--- config.mk ---
export PLATFORM = sky130hd
export DESIGN_NAME = rename_unit_flat
export DESIGN_NICKNAME = d
export VERILOG_FILES = /design/src/rtl/rename_pkg.sv /design/src/rtl/rename_if.sv /design/src/rtl/rename_free_list.sv /design/src/rtl/rename_unit.sv /design/src/flat_wrapper.sv
export SDC_FILE = /design/constraint.sdc
export NUM_CORES = 1
export LEC_CHECK = 0
export CAP_MARGIN = 20
export CORE_MARGIN = 3
export CORE_UTILIZATION = 40
export CTS_BUF_LIST = sky130_fd_sc_hd__clkbuf_8
export DETAILED_ROUTE_END_ITERATION = 10
export HOLD_SLACK_MARGIN = 0.08
export SLEW_MARGIN = 15
export SYNTH_ARGS = -nofsm -noshare
export SYNTH_HDL_FRONTEND = slang
export SYNTH_SLANG_ARGS = --single-unit
--- constraint.sdc ---
create_clock -name clk -period 3.3 [get_ports clk]
set_clock_uncertainty 0.15 [all_clocks]
set_input_delay 0.66 -clock clk [delete_from_list [all_inputs] [get_ports clk]]
set_output_delay 0.66 -clock clk [all_outputs]
set_load 0.01 [all_outputs]
--- src/rtl/rename_pkg.sv ---
// rename_pkg: shared defaults and width helpers for the register rename slice.
//   DEF_NUM_ARCH_REGS / DEF_NUM_PHYS_REGS : default register file sizes
//   aw_of / pw_of                         : index widths for arch / phys regs
package rename_pkg;

   localparam int DEF_NUM_ARCH_REGS = 32;
   localparam int DEF_NUM_PHYS_REGS = 64;

   function automatic int aw_of(input int num_arch_regs);
      return $clog2(num_arch_regs);
   endfunction

   function automatic int pw_of(input int num_phys_regs);
      return $clog2(num_phys_regs);
   endfunction

endpackage

--- src/rtl/rename_if.sv ---
// rename_if: issue, retire, flush and status signals of the rename unit.
//   master : the pipeline side (issues renames, retires, flushes)
//   slave  : the rename unit
interface rename_if
   import rename_pkg::*;
#(
   parameter int NUM_ARCH_REGS = DEF_NUM_ARCH_REGS,
   parameter int NUM_PHYS_REGS = DEF_NUM_PHYS_REGS
);
   localparam int AW = aw_of(NUM_ARCH_REGS);
   localparam int PW = pw_of(NUM_PHYS_REGS);

   // issue side
   logic          issue_valid;
   logic          issue_ready;
   logic [AW-1:0] rs1;
   logic [AW-1:0] rs2;
   logic [AW-1:0] rd;
   logic          rd_write;
   logic [PW-1:0] phys_rs1;
   logic [PW-1:0] phys_rs2;
   logic [PW-1:0] phys_rd;
   logic [PW-1:0] old_phys_rd;

   // retire / recovery side
   logic          retire_valid;
   logic          retire_rd_write;
   logic [AW-1:0] retire_rd;
   logic [PW-1:0] retire_phys_rd;
   logic [PW-1:0] retire_old_phys_rd;
   logic          flush;

   logic [PW:0]   free_count;

   modport master (
      output issue_valid, rs1, rs2, rd, rd_write,
      output retire_valid, retire_rd_write, retire_rd, retire_phys_rd, retire_old_phys_rd, flush,
      input  issue_ready, phys_rs1, phys_rs2, phys_rd, old_phys_rd, free_count
   );

   modport slave (
      input  issue_valid, rs1, rs2, rd, rd_write,
      input  retire_valid, retire_rd_write, retire_rd, retire_phys_rd, retire_old_phys_rd, flush,
      output issue_ready, phys_rs1, phys_rs2, phys_rd, old_phys_rd, free_count
   );

endinterface

--- src/rtl/rename_free_list.sv ---
// rename_free_list: circular FIFO of free physical registers.
//   clk, reset_n : clock, async active-low reset
//   pop          : allocation consumes head entry
//   push         : retirement appends push_data at tail (also advances rhead)
//   restore      : flush recovery, head <= rhead (including this cycle's push)
//   head_data    : entry at head (next register to allocate)
//   count        : number of free entries (tail - head)
// Pointers carry one extra wrap bit so full and empty are distinguishable.
module rename_free_list
   import rename_pkg::*;
#(
   parameter int NUM_ARCH_REGS = DEF_NUM_ARCH_REGS,
   parameter int NUM_PHYS_REGS = DEF_NUM_PHYS_REGS,
   localparam int PW = pw_of(NUM_PHYS_REGS)
) (
   input  logic          clk,
   input  logic          reset_n,
   input  logic          pop,
   input  logic          push,
   input  logic [PW-1:0] push_data,
   input  logic          restore,
   output logic [PW-1:0] head_data,
   output logic [PW:0]   count
);
   localparam int FL_DEPTH = NUM_PHYS_REGS - NUM_ARCH_REGS;
   localparam int IW       = $clog2(FL_DEPTH);

   logic [FL_DEPTH-1:0][PW-1:0] fl;
   logic [IW:0]                 head, tail, rhead, rhead_nxt;

   // rhead tracks the retired allocation point; every retire push moves it
   assign rhead_nxt = rhead + (IW+1)'(push);
   assign head_data = fl[head[IW-1:0]];
   assign count     = (PW+1)'(tail - head);

   always_ff @(posedge clk or negedge reset_n) begin
      if (!reset_n) begin
         for (int j = 0; j < FL_DEPTH; j++)
            fl[j] <= PW'(NUM_ARCH_REGS + j);
         head  <= '0;
         rhead <= '0;
         tail  <= {1'b1, {IW{1'b0}}};    // full: every non-arch reg is free
      end else begin
         if (push) begin
            fl[tail[IW-1:0]] <= push_data;
            tail             <= tail + 1'b1;
         end
         rhead <= rhead_nxt;
         // restore discards every speculative pop, so it overrides pop
         if (restore)
            head <= rhead_nxt;
         else if (pop)
            head <= head + 1'b1;
      end
   end

endmodule

--- src/rtl/rename_unit.sv ---
// rename_unit: maps architectural to physical registers for an OoO core.
//   clk, reset_n : clock, async active-low reset
//   rif (slave)  : issue request/response, in-order retire, flush, free_count
// SRAT holds speculative mappings read at issue; RRAT holds retired mappings
// and is copied into SRAT on flush. Register 0 always maps to phys 0.
module rename_unit
   import rename_pkg::*;
#(
   parameter int NUM_ARCH_REGS = DEF_NUM_ARCH_REGS,
   parameter int NUM_PHYS_REGS = DEF_NUM_PHYS_REGS
) (
   input  logic clk,
   input  logic reset_n,
   rename_if.slave rif
);
   localparam int AW = aw_of(NUM_ARCH_REGS);
   localparam int PW = pw_of(NUM_PHYS_REGS);

   logic [NUM_ARCH_REGS-1:0][PW-1:0] srat, rrat, rrat_nxt;
   logic [PW-1:0]                    fl_head;
   logic [PW:0]                      fl_count;
   logic                             wants_alloc, accept, alloc, ret_wr;

   assign wants_alloc = rif.rd_write && (rif.rd != '0);
   assign accept      = rif.issue_valid && rif.issue_ready;
   assign alloc       = accept && wants_alloc;
   assign ret_wr      = rif.retire_valid && rif.retire_rd_write && (rif.retire_rd != '0);

   // an empty free list only blocks instructions that need a new register
   assign rif.issue_ready = !rif.flush && (fl_count != '0 || !wants_alloc);
   assign rif.free_count  = fl_count;

   // all reads use pre-cycle SRAT, so rs == rd sees the old mapping
   assign rif.phys_rs1    = srat[rif.rs1];
   assign rif.phys_rs2    = srat[rif.rs2];
   assign rif.old_phys_rd = srat[rif.rd];
   assign rif.phys_rd     = wants_alloc ? fl_head : srat[rif.rd];

   // retire-updated RRAT, shared by the RRAT flops and flush recovery
   always_comb begin
      rrat_nxt = rrat;
      if (ret_wr)
         rrat_nxt[rif.retire_rd] = rif.retire_phys_rd;
   end

   always_ff @(posedge clk or negedge reset_n) begin
      if (!reset_n) begin
         for (int i = 0; i < NUM_ARCH_REGS; i++) begin
            srat[i] <= PW'(i);
            rrat[i] <= PW'(i);
         end
      end else begin
         rrat <= rrat_nxt;
         if (rif.flush)
            srat <= rrat_nxt;
         else if (alloc)
            srat[rif.rd] <= fl_head;
      end
   end

   rename_free_list #(
      .NUM_ARCH_REGS (NUM_ARCH_REGS),
      .NUM_PHYS_REGS (NUM_PHYS_REGS)
   ) u_free_list (
      .clk       (clk),
      .reset_n   (reset_n),
      .pop       (alloc),
      .push      (ret_wr),
      .push_data (rif.retire_old_phys_rd),
      .restore   (rif.flush),
      .head_data (fl_head),
      .count     (fl_count)
   );

endmodule
--- src/flat_wrapper.sv ---
// flat-port wrapper written by rule: the top's interface ports become plain ports
module rename_unit_flat import rename_pkg::*;
#(
   parameter int NUM_ARCH_REGS = DEF_NUM_ARCH_REGS,
   parameter int NUM_PHYS_REGS = DEF_NUM_PHYS_REGS
)
  (clk, reset_n, rif_issue_valid, rif_rs1, rif_rs2, rif_rd, rif_rd_write, rif_retire_valid, rif_retire_rd_write, rif_retire_rd, rif_retire_phys_rd, rif_retire_old_phys_rd, rif_flush, rif_issue_ready, rif_phys_rs1, rif_phys_rs2, rif_phys_rd, rif_old_phys_rd, rif_free_count);
  rename_if #(.NUM_ARCH_REGS(NUM_ARCH_REGS), .NUM_PHYS_REGS(NUM_PHYS_REGS)) rif_i ();
  input  logic clk;
  input  logic reset_n;
  input wire logic [$bits(rif_i.issue_valid)-1:0] rif_issue_valid;
  input wire logic [$bits(rif_i.rs1)-1:0] rif_rs1;
  input wire logic [$bits(rif_i.rs2)-1:0] rif_rs2;
  input wire logic [$bits(rif_i.rd)-1:0] rif_rd;
  input wire logic [$bits(rif_i.rd_write)-1:0] rif_rd_write;
  input wire logic [$bits(rif_i.retire_valid)-1:0] rif_retire_valid;
  input wire logic [$bits(rif_i.retire_rd_write)-1:0] rif_retire_rd_write;
  input wire logic [$bits(rif_i.retire_rd)-1:0] rif_retire_rd;
  input wire logic [$bits(rif_i.retire_phys_rd)-1:0] rif_retire_phys_rd;
  input wire logic [$bits(rif_i.retire_old_phys_rd)-1:0] rif_retire_old_phys_rd;
  input wire logic [$bits(rif_i.flush)-1:0] rif_flush;
  output wire logic [$bits(rif_i.issue_ready)-1:0] rif_issue_ready;
  output wire logic [$bits(rif_i.phys_rs1)-1:0] rif_phys_rs1;
  output wire logic [$bits(rif_i.phys_rs2)-1:0] rif_phys_rs2;
  output wire logic [$bits(rif_i.phys_rd)-1:0] rif_phys_rd;
  output wire logic [$bits(rif_i.old_phys_rd)-1:0] rif_old_phys_rd;
  output wire logic [$bits(rif_i.free_count)-1:0] rif_free_count;
  assign rif_i.issue_valid = rif_issue_valid;
  assign rif_i.rs1 = rif_rs1;
  assign rif_i.rs2 = rif_rs2;
  assign rif_i.rd = rif_rd;
  assign rif_i.rd_write = rif_rd_write;
  assign rif_i.retire_valid = rif_retire_valid;
  assign rif_i.retire_rd_write = rif_retire_rd_write;
  assign rif_i.retire_rd = rif_retire_rd;
  assign rif_i.retire_phys_rd = rif_retire_phys_rd;
  assign rif_i.retire_old_phys_rd = rif_retire_old_phys_rd;
  assign rif_i.flush = rif_flush;
  assign rif_issue_ready = rif_i.issue_ready;
  assign rif_phys_rs1 = rif_i.phys_rs1;
  assign rif_phys_rs2 = rif_i.phys_rs2;
  assign rif_phys_rd = rif_i.phys_rd;
  assign rif_old_phys_rd = rif_i.old_phys_rd;
  assign rif_free_count = rif_i.free_count;
  rename_unit #(.NUM_ARCH_REGS(NUM_ARCH_REGS), .NUM_PHYS_REGS(NUM_PHYS_REGS)) u_core (.clk(clk), .reset_n(reset_n), .rif(rif_i));
endmodule
==> After elaboration in Yosys (flattened, before gate mapping) <==
Index checks and enable logic that the tools add are counted.
W data, S select, Z words.
{ "classes": {"shift": 0, "n_reduce_logical": 16, "multipliers": 0, "div_mod_pow": 0, "addsub": 4, "mux": 23, "magnitude_cmp": 9, "n_bitwise": 0, "eq_ne": 0} }
{ "ops": {"columns": ["operator", "n"], "rows": [
  ["$bwmux W192", 3],
  ["$mux W192", 3],
  ["$bmux W6 S5", 4],
  ["$demux W6 S5", 3],
  ["$mux W6", 10],
  ["$lt A5 B6 Y1 const B", 6],
  ["$ge A5 B1 Y1 const B", 3],
  ["$add A6 B1 Y6 const B", 2],
  ["$reduce_bool A5 Y1", 2],
  ["$logic_and A1 B1 Y1", 9],
  ["$reduce_bool A7 Y1", 1],
  ["$sub A6 B6 Y7", 1],
  ["$add A6 B1 Y6", 1],
  ["$logic_not A1 Y1", 2],
  ["$reduce_bool A2 Y1", 1],
  ["$logic_or A1 B1 Y1", 1]
]} }
{ "totals": {"latch_bits": 0, "memories": 0, "rom_bits": 0, "mem_bits_rw": 0, "reg_bits": 594, "inputBits": 39} }

==> Logic depth before layout (Yosys ltp) <==
{ "logic_depth": {"word_depth": 9, "ltp_mapped": 13, "ltp_nobuf": 9} }

==> Cells and area by module <==
From an unflattened synthesis, not the netlist that was laid out.
{ "unflattened": {"hier_cells": 2273, "hier_area_um2": 31788.0} }
{ "modules_own_cells": {"columns": ["module", "cells_each", "n_inst", "area_each_um2"], "rows": [
  ["rename_unit", 1588, 1, 21712.1],
  ["rename_free_list", 685, 1, 10075.9]
]} }

==> Least setup slack after synthesis <==
Ideal clock, no wire load.
{ "synth_timing": {"kind": "input to output", "from": "input port rif_rs1[0]", "to": "output port rif_phys_rs1[5]", "t_arrival_ps": 2773, "setup_slack_ps": -283, "path_stages": 5, "path_cell_list": "buf_1 -> buf_2 -> mux4_2 -> mux4_2 -> mux2_2"} }
{ "synth_between": {"elab_chain_len": 2} }
{ "synth_lines": {"columns": ["element", "line_no", "source"], "rows": [
  ["from (decl)", "flat_wrapper.sv:12", "input wire logic [$bits(rif_i.rs1)-1:0] rif_rs1;"],
  ["$bmux W6 S5", "rename_unit.sv:34", "assign rif.phys_rs1 = srat[rif.rs1];"],
  ["$mux W6 (implied by the code)", "rename_unit.sv:34", null],
  ["to (decl)", "flat_wrapper.sv:23", "output wire logic [$bits(rif_i.phys_rs1)-1:0] rif_phys_rs1;"]
]} }
No other way between the ends. The select of a mux whose other input is x is not followed.

==> Worst setup path in the final report <==
{ "layout_timing": {"from": "register u_core.u_free_list.head[1]", "to": "output port rif_phys_rd[4]"} }
{ "layout_between": {"elab_chain_len": 3} }
{ "layout_lines": {"columns": ["element", "line_no", "source"], "rows": [
  ["from (decl)", "rename_free_list.sv:29", "logic [IW:0] head, tail, rhead, rhead_nxt;"],
  ["from (signal assigned)", "rename_free_list.sv:51", "head <= rhead_nxt;"],
  ["from (signal assigned)", "rename_free_list.sv:53", "head <= head + 1'b1;"],
  ["$bmux W6 S5", "rename_free_list.sv:33", "assign head_data = fl[head[IW-1:0]];"],
  ["$mux W6 (implied by the code)", "rename_free_list.sv:33", null],
  ["$mux W6", "rename_unit.sv:37", "assign rif.phys_rd = wants_alloc ? fl_head : srat[rif.rd];"],
  ["to (decl)", "flat_wrapper.sv:25", "output wire logic [$bits(rif_i.phys_rd)-1:0] rif_phys_rd;"]
]} }
No other way between the ends. The select of a mux whose other input is x is not followed.

==> qor.yml <==
run_status:
  status: "finished with violations"
  failed_checks: "negative setup slack"
setup_path:
  critPathMaxStageDelay_ns: 0.53
  crit_type: "register to output pin"
  worst-path-max-fanout: 5
  start_kind: "register"
  crit_slowest_cell: "mux4_2"
  worstPathArrival_ns: 2.85
  end_kind: "output pin"
  critPathTopFamily: "multiplexers"
  critPathBufInv: 3
  required_ns: 2.49
  worstPathCellList: "buf_12 > buf_12 > mux2i_1 > mux4_2 > mux2i_4 > o22ai_4 > a21oi_4 > buf_6"
  cp_common_cell: "buf_12"
synthesis:
  synthCells: 2226
  synth_area_leaders: "dfrtp_1 (26%), dfstp_2 (23%), mux4_2 (15%)"
  synth_most_common_cell: "mux2_2"
  netlist_area_um2: 30800
  synth_edf_count: 0
  syn_area_per_cell_um2: 13.8
  synth-seq-cells: 594
  post-synth-top-area-cell: "dfrtp_1"
  synthFlopType: "dfrtp_1"
  yosysWarnings: 0
  syn-num-nets: 2279
  ys_seq_area_frac: 0.494
  async_reset_ff_frac: 1.00
  synth_common_cells: "mux2_2 (398), dfrtp_1 (321), dfstp_2 (273)"
  synth.distinct_cells: 54
  synth_top_area_frac: 0.261
clock_tree:
  cts_max_path_buffers: 3
  numCtsBuffers: 100
  clockRootBuffer: "clkbuf_8"
  clkTransAtPathRegs_ns: 0.06
  clock_sinks: 594
  cts_tree: "built"
  htreeDepth: 3
  clk_latency_ns: 0.74
min_path:
  hold_class: "register to register"
global_route:
  overflow: 0
  grt_pass1_wl_mm: 161
  grt_max_degree: 140
  grt_antenna_before_repair: 1
  grt.total_usage: 0.267
  grt_pass1_vias: 23300
drt:
  vias: 22500
  dr.pass1.iters: 6
  routedWlPerCell_um: 29.7
  drt_iter0_markers: 2323
  routed_via_density: 6.17
  ant_nets: 0
  drt_wl_total_mm: 109
  drc: 0
finish:
  seq_area_um2: 15200
  fill_cells: 6512
  nets: 2587
  area_delta_synth_final_pct: 26.4
  drive_above_1_share: 0.601
  multiInputGateArea_um2: 15900
floorplanning:
  floorplan.initialDensity: 0.404
  die_y_um: 283
  ioPinCount: 71
  row_count: 101
  core_um2: 76100
  die_x_um: 283
  die_area_um2: 80300
job:
  drv_cap: 0
timing:
  worst_slew_pin_slew_ns: 1.17
  hold_viol_final: 0
  finalCriticalPeriod_ns: 3.66
  setup_viol: 97
  rsz0062_at_grt: "true"
  setup_slack_ns: -0.360
  max_slew_margin: 0.221
  finalSetupTns_ns: -8.28
  final.period_utilization: 1.11
  max_freq_mhz: 273
  slew_violations: 0
  hold_ws_ns: 0.222
power:
  powerDensity_nw_per_um2: 683
  p_leak_uw: 0.0163
  ir_drop_mv: 0.767
placement:
  gp_congestion: 0.968
  portBuffers: 70
  dpl.hpwl_mm: 75.0
## cell usage in the layout, fill, tap and decap left out, drive strengths merged, types with 6 or more instances in the layout
master / Yosys / final
a21oi: 112 / 112
a221o: 186 / 186
a22o: 6 / 6
a22oi: 34 / 34
and2: 132 / 132
and3b: 6 / 6
buf: 59 / 360
clkbuf: 128 / 130
clkdlybuf4s50: 0 / 27
clkinv: 1 / 17
dfrtp: 321 / 321
dfstp: 273 / 273
ha: 13 / 13
inv: 11 / 55
mux2: 398 / 398
mux2i: 28 / 28
mux4: 204 / 204
nand2: 118 / 118
nand3: 14 / 14
nand3b: 7 / 7
nand4: 9 / 9
nor2: 79 / 79
nor3: 10 / 10
nor3b: 7 / 7
o221ai: 10 / 10
xnor2: 7 / 7
## where the power goes
part,switching [µW],leakage [µW],internal [µW]
Combinational,4470,0.00800,4930
Sequential,1130,0.00705,9220
Clock,3180,0.00125,3640
Total,8780,0.0163,17800
## area by class of cell
| cell class | instances | area share |
|---|---|---|
| clock buffers | 126 | 0.0446 |
| well taps | 1030 | 0.0331 |
| inverters | 12 | 0.00164 |
| clock inverters | 64 | 0.0101 |
| multi-input cells | 1433 | 0.409 |
| diodes | 1 | 0.0000644 |
| repair buffers | 393 | 0.110 |
| flip-flops and latches | 594 | 0.392 |
## through the flow
| step | worst slack, ns | total power (µW) | util | instance area, µm² | std cells |
|---|---|---|---|---|---|
| 5_1_grt | -0.461 | 27700 | 0.511 | 38900 | 3653 |
| 3_3_place_gp | -0.558 | 17700 | 0.457 | 34700 | 3401 |
| 3_5_place_dp | -0.541 | 17900 | 0.457 | 34700 | 3401 |
| 4_1_cts | -0.446 | 26300 | 0.505 | 38400 | 3644 |
| 2_1_floorplan | 0.0135 | 14300 | - | 30800 | 2226 |
| 6_report | -0.360 | 26600 | 0.511 | 38900 | 3653 |
## registers in the layout (all words and copies together) (netlist names)
name and cells:
u_core.u_free_list.tail 6, u_core.u_free_list.rhead 6, u_core.u_free_list.head 6, u_core.u_free_list.fl 192, u_core.srat 192, u_core.rrat 192
## timing repair
| action | 4_1_cts | 5_1_grt |
|---|---|---|
| endpoints found under the setup margin | 182 | 161 |
| pin swaps | 64 | 87 |
| gates resized for setup | 379 | 83 |
| gates cloned | 6 | 4 |
| hold buffers | 1 | 0 |
| setup buffers | 50 | 13 |
| hold endpoints to repair | 34 | 0 |
## per-layer routing
| metal | wire length, µm | vias up | track usage |
|---|---|---|---|
| met4 | 2940 | 0 | 0.0776 |
| met5 | 0 | - | 0 |
| met1 | 48700 | 12000 | 0.394 |
| met3 | 9550 | 185 | 0.0615 |
| met2 | 47500 | 1068 | 0.394 |
| li1 | - | 9255 | - |
## cell families (layout without fill, tap and decap cells)
kind of cell / Yosys count / count (layout) / synth area share
buffers and inverters: 199 / 595 / 0.0261
muxes: 630 / 630 / 0.304
xor gates and xnor gates: 12 / 12 / 0.00342
other: 0 / 1 / 0
DFF: 594 / 594 / 0.494
AOI/OAI and AO/OA: 374 / 374 / 0.0993
adders and majority gates: 14 / 14 / 0.00594
and+or+nand+nor: 403 / 403 / 0.0665
## final timing paths
kind | start | end | slack, ns | depth (start not counted)
worst max-delay path | u_core.u_free_list.head[1] | rif_phys_rd[4] | -0.36 | 8
worst min-delay path | u_core.rrat[2] | u_core.rrat[2] | 0.22 | 0
worst max register to register | u_core.u_free_list.head[0] | u_core.srat[54] | -0.13 | 14
worst min register to register | u_core.rrat[2] | u_core.rrat[2] | 0.22 | 0
max in group asynchronous | reset_n | u_core.srat[175] | 1.66 | 3
min in group asynchronous | reset_n | u_core.srat[33] | 0.33 | 2
Note: power is estimated with default switching activity, not from simulation.
